==> config.mk <==
export PLATFORM = sky130hd
export DESIGN_NAME = ad_ip_jesd204_tpl_dac_dma_buffer
export DESIGN_NICKNAME = d
export VERILOG_FILES = /design/src/rtl/ad_ip_jesd204_tpl_dac_pkg.sv /design/src/rtl/ad_ip_jesd204_tpl_dac_dma_fifo.sv /design/src/rtl/ad_ip_jesd204_tpl_dac_dma_buffer.sv
export SDC_FILE = /design/constraint.sdc
export NUM_CORES = 1
export LEC_CHECK = 0
export CAP_MARGIN = 20
export CORE_ASPECT_RATIO = 0.5
export CORE_MARGIN = 2
export CORE_UTILIZATION = 30
export DETAILED_ROUTE_END_ITERATION = 10
export PLACE_DENSITY = 0.49
export SYNTH_ARGS = -nofsm -noshare
export SYNTH_HDL_FRONTEND = slang
export SYNTH_SLANG_ARGS = --single-unit
==> constraint.sdc <==
create_clock -name clk -period 15 [get_ports clk]
set_clock_uncertainty 0.2 [all_clocks]
set_input_delay 3 -clock clk [delete_from_list [all_inputs] [get_ports clk]]
set_output_delay 3 -clock clk [all_outputs]
set_load 0.005 [all_outputs]
==> src/rtl/ad_ip_jesd204_tpl_dac_pkg.sv <==
// Shared types and constants for the TPL DAC DMA elastic buffer.
package ad_ip_jesd204_tpl_dac_pkg;

  typedef enum logic [1:0] {
    IDLE    = 2'd0,
    PREFILL = 2'd1,
    RUN     = 2'd2
  } state_t;

  localparam int UFLOW_CNT_W = 16;

  // Pointers carry one extra wrap bit so full and empty are distinguishable.
  function automatic int ptr_w(input int depth_log2);
    return depth_log2 + 1;
  endfunction

endpackage

==> src/rtl/ad_ip_jesd204_tpl_dac_dma_fifo.sv <==
// Storage, wrap-bit pointers, full/empty and registered occupancy for the DMA buffer.
module ad_ip_jesd204_tpl_dac_dma_fifo
  import ad_ip_jesd204_tpl_dac_pkg::*;
#(
  parameter int W          = 64,
  parameter int DEPTH_LOG2 = 4
) (
  input  logic                  clk,
  input  logic                  reset,
  input  logic                  flush,
  input  logic                  push,
  input  logic                  pop,
  input  logic [W-1:0]          wr_data,
  output logic [W-1:0]          rd_data,
  output logic                  full,
  output logic                  empty,
  output logic [DEPTH_LOG2:0]   fill_level
);

  localparam int PW    = ptr_w(DEPTH_LOG2);
  localparam int DEPTH = 2 ** DEPTH_LOG2;

  logic [W-1:0]  mem [DEPTH];
  logic [PW-1:0] wr_ptr, rd_ptr, wr_nxt, rd_nxt;
  logic          push_ok, pop_ok;

  assign full    = (wr_ptr[PW-1] != rd_ptr[PW-1]) && (wr_ptr[PW-2:0] == rd_ptr[PW-2:0]);
  assign empty   = (wr_ptr == rd_ptr);
  assign push_ok = push && !full && !flush;
  assign pop_ok  = pop && !empty && !flush;
  assign rd_data = mem[rd_ptr[PW-2:0]];

  always_comb begin
    wr_nxt = wr_ptr + {{(PW-1){1'b0}}, push_ok};
    rd_nxt = rd_ptr + {{(PW-1){1'b0}}, pop_ok};
    if (flush) begin
      wr_nxt = '0;
      rd_nxt = '0;
    end
  end

  always_ff @(posedge clk or posedge reset) begin
    if (reset) begin
      wr_ptr     <= '0;
      rd_ptr     <= '0;
      fill_level <= '0;
    end else begin
      wr_ptr     <= wr_nxt;
      rd_ptr     <= rd_nxt;
      fill_level <= wr_nxt - rd_nxt;
    end
  end

  always_ff @(posedge clk) begin
    if (push_ok) mem[wr_ptr[PW-2:0]] <= wr_data;
  end

endmodule

==> src/rtl/ad_ip_jesd204_tpl_dac_dma_buffer.sv <==
// Prefilling elastic buffer feeding the TPL DAC channel; zero-fills and flags underflow.
// Optional underflow counter: AD_IP_JESD204_TPL_DAC_DMA_BUFFER_UFLOW_CNT_EN.
module ad_ip_jesd204_tpl_dac_dma_buffer
  import ad_ip_jesd204_tpl_dac_pkg::*;
#(
  parameter int DATA_PATH_WIDTH = 4,
  parameter int BITS_PER_SAMPLE = 16,
  parameter int FIFO_DEPTH_LOG2 = 4,
  parameter int PREFILL_LEVEL   = 8
) (
  input  logic                                       clk,
  input  logic                                       reset,
  input  logic                                       enable,
  input  logic                                       s_valid,
  output logic                                       s_ready,
  input  logic [DATA_PATH_WIDTH*BITS_PER_SAMPLE-1:0] s_data,
  output logic [DATA_PATH_WIDTH*BITS_PER_SAMPLE-1:0] dma_data,
  output logic                                       dma_valid,
  output logic                                       underflow,
  input  logic                                       underflow_clr,
  output logic [FIFO_DEPTH_LOG2:0]                   fill_level
`ifdef AD_IP_JESD204_TPL_DAC_DMA_BUFFER_UFLOW_CNT_EN
  ,
  output logic [UFLOW_CNT_W-1:0]                     underflow_count
`endif
);

  localparam int W  = DATA_PATH_WIDTH * BITS_PER_SAMPLE;
  localparam int PW = ptr_w(FIFO_DEPTH_LOG2);
  localparam logic [PW-1:0] PREFILL_LVL = PW'(PREFILL_LEVEL);

  state_t        state, state_nxt;
  logic          full, empty, push, pop, flush, uflow_hit;
  logic [W-1:0]  rd_data;
  logic [PW-1:0] fill_nxt;

  assign s_ready   = enable && !full && (state != IDLE);
  assign push      = s_valid && s_ready;
  assign pop       = enable && (state == RUN) && !empty;
  assign flush     = !enable || (state == IDLE);
  assign uflow_hit = enable && (state == RUN) && empty;
  // Occupancy after this cycle's push, so RUN starts the cycle the level is reached.
  assign fill_nxt  = fill_level + {{(PW-1){1'b0}}, push};

  ad_ip_jesd204_tpl_dac_dma_fifo #(
    .W          (W),
    .DEPTH_LOG2 (FIFO_DEPTH_LOG2)
  ) i_fifo (
    .clk        (clk),
    .reset      (reset),
    .flush      (flush),
    .push       (push),
    .pop        (pop),
    .wr_data    (s_data),
    .rd_data    (rd_data),
    .full       (full),
    .empty      (empty),
    .fill_level (fill_level)
  );

  always_ff @(posedge clk or posedge reset) begin
    if (reset) state <= IDLE;
    else       state <= state_nxt;
  end

  always_comb begin
    state_nxt = state;
    if (!enable) begin
      state_nxt = IDLE;
    end else begin
      case (state)
        IDLE:    state_nxt = PREFILL;
        PREFILL: if (fill_nxt >= PREFILL_LVL) state_nxt = RUN;
        RUN:     state_nxt = RUN;
        default: state_nxt = IDLE;
      endcase
    end
  end

  always_ff @(posedge clk or posedge reset) begin
    if (reset) begin
      dma_data  <= '0;
      dma_valid <= 1'b0;
    end else if (pop) begin
      dma_data  <= rd_data;
      dma_valid <= 1'b1;
    end else begin
      dma_data  <= '0;
      dma_valid <= 1'b0;
    end
  end

  always_ff @(posedge clk or posedge reset) begin
    if (reset)              underflow <= 1'b0;
    else if (uflow_hit)     underflow <= 1'b1;
    else if (underflow_clr) underflow <= 1'b0;
  end

`ifdef AD_IP_JESD204_TPL_DAC_DMA_BUFFER_UFLOW_CNT_EN
  always_ff @(posedge clk or posedge reset) begin
    if (reset) begin
      underflow_count <= '0;
    end else if (uflow_hit) begin
      if (underflow_clr)              underflow_count <= UFLOW_CNT_W'(1);
      else if (underflow_count != '1) underflow_count <= underflow_count + 1'b1;
    end else if (underflow_clr) begin
      underflow_count <= '0;
    end
  end
`endif

endmodule

==> results.json, run 1 <==
{
  "run_status": "finished, final reports clean",
  "synth_top_flop_cell": "edfxtp_1",
  "grt_max_degree": 101,
  "crit_path_end_kind": "output pin",
  "yosys_warnings": 0,
  "yosysUniqueCellTypes": 36,
  "met2WireLength_mm": 49.0,
  "clockBufferDepth": 3,
  "rows": 95,
  "relSlewSlack_pct": 27.2,
  "ant_nets": 0,
  "p_sw_uw": 1260,
  "hold_class": "register to register",
  "hold_start": "underflow",
  "wirelength_met1_mm": 41.1,
  "dr.pass1.iters": 5,
  "fill_cells": 12386,
  "path_max_fanout": 7,
  "viasPerCell": 4.83,
  "numPortBuffers": 140,
  "pwr-share-comb_pct": 2.8,
  "dr_wl_met3_mm": 3.02,
  "clk_root_buffer_cell": "clkbuf_16",
  "synth_cells": 1764,
  "die_h_um": 266,
  "worstSetupPathType": "primary input to output pin",
  "setup_viol": 0,
  "cp.arrival_ns": 4.38,
  "top_layer": "met5",
  "synthesis.nets": 1848,
  "post-route-min-period_ns": 7.58,
  "post_drt_wl_per_cell_um": 24.7,
  "cts_max_level": 3,
  "p_per_area_nw_per_um2": 129,
  "drv_cap": 0,
  "clock_latency_ns": 0.70,
  "grt.overflow.total": 0,
  "power.internal_uw": 4970,
  "swShare_pct": 20.2,
  "startpoint": "enable",
  "max_freq_mhz": 132,
  "regArea_um2": 32800,
  "grt_antenna_before_repair": 6,
  "slew_violations": 0,
  "tns_ns": 0,
  "synth_edf_count": 1024,
  "p_seq_share_pct": 54.8,
  "ys_seq_area_share_pct": 79.8,
  "grt_first_pass_wirelength_mm": 140,
  "synthArstFlopShare_pct": 7.50,
  "drtIter0Drc": 1482,
  "numClockSinks": 1107,
  "hold_viol": 0,
  "start_util_pct": 30.4,
  "tritoncts": "done",
  "clkTransAtPathRegs_ns": 0.06,
  "startpoint_type": "primary input",
  "grt_pass1_vias": 20062,
  "drc_errors": 0,
  "required_ns": 11.80,
  "worstMarginPinSlew_ns": 1.09,
  "synthToLayoutAreaGrowth_pct": 17.0,
  "total_power_uw": 6230,
  "die_w_um": 528,
  "core_area_um2": 135000,
  "ys_seq_elements": 1107,
  "hpwl_mm": 50.1,
  "syn_avg_cell_area_um2": 23.3,
  "dr_total_vias": 18585,
  "syn_area_um2": 41100,
  "multi_input_area_um2": 7740,
  "final_core_util_pct": 35.6,
  "irDropWorstVdd_uv": 101,
  "p_clk_share_pct": 42.4,
  "worstReg2RegStart": "i_fifo.rd_ptr[0]",
  "cts_made_buffers": 106,
  "wl_mm": 95.1,
  "postCtsSetupBuffers": 0,
  "ios": 141,
  "cts_resized": 0,
  "final_net_count": 2045,
  "drive_gt1_share_pct": 24.0,
  "grt_usage_pct": 13.6,
  "hold_buffers": 0,
  "finalCritPeriodShare_pct": 50.6,
  "leakagePower_uw": 0.0147,
  "rsz0062_at_grt": "false",
  "place.gp.congestion": 0.721,
  "dieArea_um2": 140000
}
## final cells by class
cell class	instances	area share, %
diodes	1	0.00520
flip-flops and latches	1107	68.3
inverters	14	0.114
clock buffers	165	6.50
clock inverters	37	0.692
repair buffers	188	3.69
multi-input cells	544	16.1
well taps	1794	4.67
## cell families (layout without fill, tap and decap cells)
logic type | after synthesis | in the layout | share of synthesized area [%]
muxes | 258 | 258 | 14.1
AOI/OAI and AO/OA | 137 | 137 | 2.12
and+or+nand+nor | 118 | 118 | 1.46
adders and majority gates | 15 | 15 | 0.475
xor gates and xnor gates | 16 | 16 | 0.377
other | 0 | 1 | 0
buffers and inverters | 113 | 404 | 1.66
DFF | 1107 | 1107 | 79.8
## flip-flops by register name, summed over array words and instances, names as in the netlist
signal and cells:
dma_data 64, dma_valid 1, i_fifo.fill_level 5, i_fifo.mem 1024, i_fifo.rd_ptr 5, i_fifo.wr_ptr 5, state 2, underflow 1
## routing by layer
metal | global-route usage, % | vias up
met5 | 0 | -
met4 | 3.59 | 8
met3 | 2.15 | 128
met2 | 23.6 | 321
met1 | 17.8 | 10227
li1 | - | 7901
## synthesized netlist by cell type (all sizes together), types with 2 or more instances
library cell / number / area (um2)
nand2b: 6 / 37.5
or2: 2 / 12.5
dfrtp: 83 / 2080
nor4b: 2 / 17.5
clkbuf: 27 / 101
mux4: 256 / 5770
a21o: 2 / 15.0
nand3: 4 / 20.0
mux2i: 2 / 20.0
xor2: 7 / 61.3
nor4: 8 / 50.1
a21oi: 2 / 10.0
inv: 14 / 52.6
nor2: 7 / 26.3
nor3: 70 / 350
and2: 2 / 12.5
ha: 14 / 175
edfxtp: 1024 / 30700
o22ai: 128 / 801
xnor2: 8 / 70.1
buf: 72 / 531
nand2: 13 / 48.8
## layout by cell type, fill, tap and decap left out, drive strengths merged, types with 6 or more instances in the layout
cell type	netlist	layout
xor2	7	7
inv	14	19
edfxtp	1024	1024
dfrtp	83	83
ha	14	14
clkinv	0	27
nor4	8	8
o22ai	128	128
nor3	70	70
buf	72	48
nand2b	6	6
clkdlybuf4s50	0	140
clkbuf	27	165
xnor2	8	8
nand2	13	13
nor2	7	7
mux4	256	256
## final timing paths
kind	endpoint	slack (ns)	depth (start not counted)
min in group asynchronous	dma_data[36]	2.55	2
min reg2reg	underflow	0.36	2
max	s_ready	7.42	4
min	underflow	0.36	2
max reg2reg	dma_data[18]	9.97	6
max in group asynchronous	i_fifo.rd_ptr[2]	10.67	3
## power by group through the flow
stage	registers, uW	clock network (uW)	logic, uW
2_1_floorplan	3480	0	72.0
3_3_place_gp	3480	0	175
3_5_place_dp	3480	0	179
4_1_cts	3410	2720	180
5_1_grt	3410	2830	190
6_report	3410	2640	172
## worst max-delay path: stages
cell	delay, ns
clkdlybuf4s50_1	0.57
nand2b_1	0.17
nor2_1	0.13
clkdlybuf4s50_1	0.51
## metrics by stage
step | hold slack, ns | std cells | instance area, um2 | worst slack (ns)
finish | 0.365 | 3850 | 48100 | 7.42
global route | 0.393 | 3850 | 48100 | 7.29
CTS | 0.365 | 3849 | 48100 | 7.39
detailed placement | 0.353 | 3647 | 44600 | 7.40
global placement | 0.339 | 3647 | 44600 | 7.42
floorplan | 0.323 | 1764 | 41100 | 4.09
No activity file was read; power rests on OpenSTA's default activity.
==> run 2: changes to the inputs <==
PLACE_DENSITY = 0.5   (was 0.49)
clock period = 6.81 ns   (was 15 ns; I/O delays follow)
==> results.json, run 2 (synthesized netlist as in run 1, its figures left out) <==
{
  "grt_pass1_vias": 19929,
  "antennaDiodeCount": 0,
  "core_area_um2": 135000,
  "synthToLayoutAreaGrowth_pct": 17.1,
  "dieArea_um2": 140000,
  "rows": 95,
  "post_drt_wl_per_cell_um": 25.5,
  "grt.overflow.total": 0,
  "final_cell_mix": "edfxtp_1, mux4_2, clkdlybuf4s50_1",
  "p_per_area_nw_per_um2": 284,
  "path_max_fanout": 43,
  "drtIter0Drc": 1449,
  "grt_usage_pct": 14.0,
  "dr.pass1.iters": 5,
  "regArea_um2": 32800,
  "rsz0062_at_grt": "false",
  "grt_first_pass_wirelength_mm": 142,
  "postCtsSetupBuffers": 0,
  "die_w_um": 528,
  "worstMarginPinSlew_ns": 1.10,
  "die_h_um": 266,
  "hold_viol": 0,
  "final_cell_count_no_fill": 3848,
  "start_util_pct": 30.4,
  "multi_input_area_um2": 7760,
  "wl_mm": 98.2,
  "place.gp.congestion": 0.704,
  "max_freq_mhz": 226,
  "cts_made_buffers": 107,
  "crit_path_end_kind": "output pin",
  "drc_errors": 0,
  "clock_latency_ns": 0.66,
  "drv_cap": 0,
  "drive_gt1_share_pct": 23.7,
  "grt_antenna_before_repair": 3,
  "clkTransAtPathRegs_ns": 0.06,
  "final_core_util_pct": 35.6,
  "final_common_cell": "edfxtp_1",
  "relSlewSlack_pct": 27.0,
  "required_ns": 5.25,
  "hold_class": "register to register",
  "fill_cells": 12267,
  "worstSetupPathType": "register to output pin",
  "hold_buffers": 0,
  "post-route-min-period_ns": 4.42,
  "clk_root_buffer_cell": "clkbuf_16",
  "final_net_count": 2049,
  "numClockSinks": 1107,
  "viasPerCell": 4.87,
  "cts_resized": 0,
  "leakagePower_uw": 0.0147,
  "dp.cells": 3649,
  "cp.arrival_ns": 2.86,
  "irDropWorstVdd_uv": 185,
  "ant_nets": 0,
  "dr_total_vias": 18735,
  "clockBufferDepth": 3,
  "grt_max_degree": 93,
  "startpoint_type": "register",
  "largest_register_ffs": 1024,
  "finalCritPeriodShare_pct": 64.9,
  "setup_viol": 0,
  "run_status": "finished, final reports clean",
  "slew_violations": 0,
  "ios": 141,
  "hpwl_mm": 48.4,
  "cts_max_level": 3,
  "numPortBuffers": 140,
  "tritoncts": "done"
}
## run 2: changes by cell type in the layout (fill, tap and decap cells not counted), sizes merged
cell	before	now
clkbuf	165	154
clkinv	27	36
inv	19	14
buf	48	51
bufinv	4	6
clkinvlp	1	2
diode	1	0
## run 2: worst max-delay path, cell delays in order (launching register included)
cell and delay [ns]:
dfrtp_4 1.01, xnor2_1 0.19, nand4_1 0.27, nor2_1 0.20, nor2_1 0.07, clkdlybuf4s50_1 0.44
## run 2: cell type report
type	instances	share of cell area [%]
multi-input combinational	544	16.1
inverter	14	0.114
clock buffer	154	6.33
clock inverter	44	0.771
tap	1794	4.66
timing repair buffer	191	3.85
sequential	1107	68.2
## run 2: per-layer routing
metal	part of all wire, %	vias to the layer above	GRT usage (%)
met5	0.029	-	0
met2	51	383	24.4
li1	-	7913	-
met3	4.0	137	2.11
met4	1.8	6	3.12
met1	43	10296	18.4
## run 2: path summary, 6_finish.rpt
| kind | startpoint | end | slack [ns] | cells past startpoint |
|---|---|---|---|---|
| worst max-delay path | i_fifo.rd_ptr[0] | s_ready | 2.39 | 5 |
| min in group asynchronous | reset | dma_data[30] | 0.90 | 2 |
| max in group asynchronous | reset | i_fifo.rd_ptr[0] | 4.44 | 3 |
| worst max register to register | i_fifo.rd_ptr[0] | i_fifo.fill_level[4] | 2.68 | 11 |
| worst min-delay path | underflow | underflow | 0.35 | 2 |
| worst min register to register | underflow | underflow | 0.35 | 2 |
## run 2: power breakdown
group / total [uW] / switching [uW] / internal [uW]
Sequential: 7520 / 21.0 / 7500
Clock: 5780 / 2460 / 3320
Combinational: 363 / 230 / 133
## run 2: through the flow
stage | setup slack, ns | area, um2 | hold slack (ns) | power, uW | TNS (ns)
3_5_place_dp | 2.06 | 44700 | 0.336 | 8040 | 0
5_1_grt | 2.17 | 48200 | 0.376 | 14100 | 0
6_report | 2.39 | 48200 | 0.349 | 13700 | 0
4_1_cts | 2.05 | 48100 | 0.353 | 13800 | 0
2_1_floorplan | -2.46 | 41100 | 0.323 | 7830 | -1156.45
3_3_place_gp | 2.10 | 44700 | 0.353 | 8020 | 0
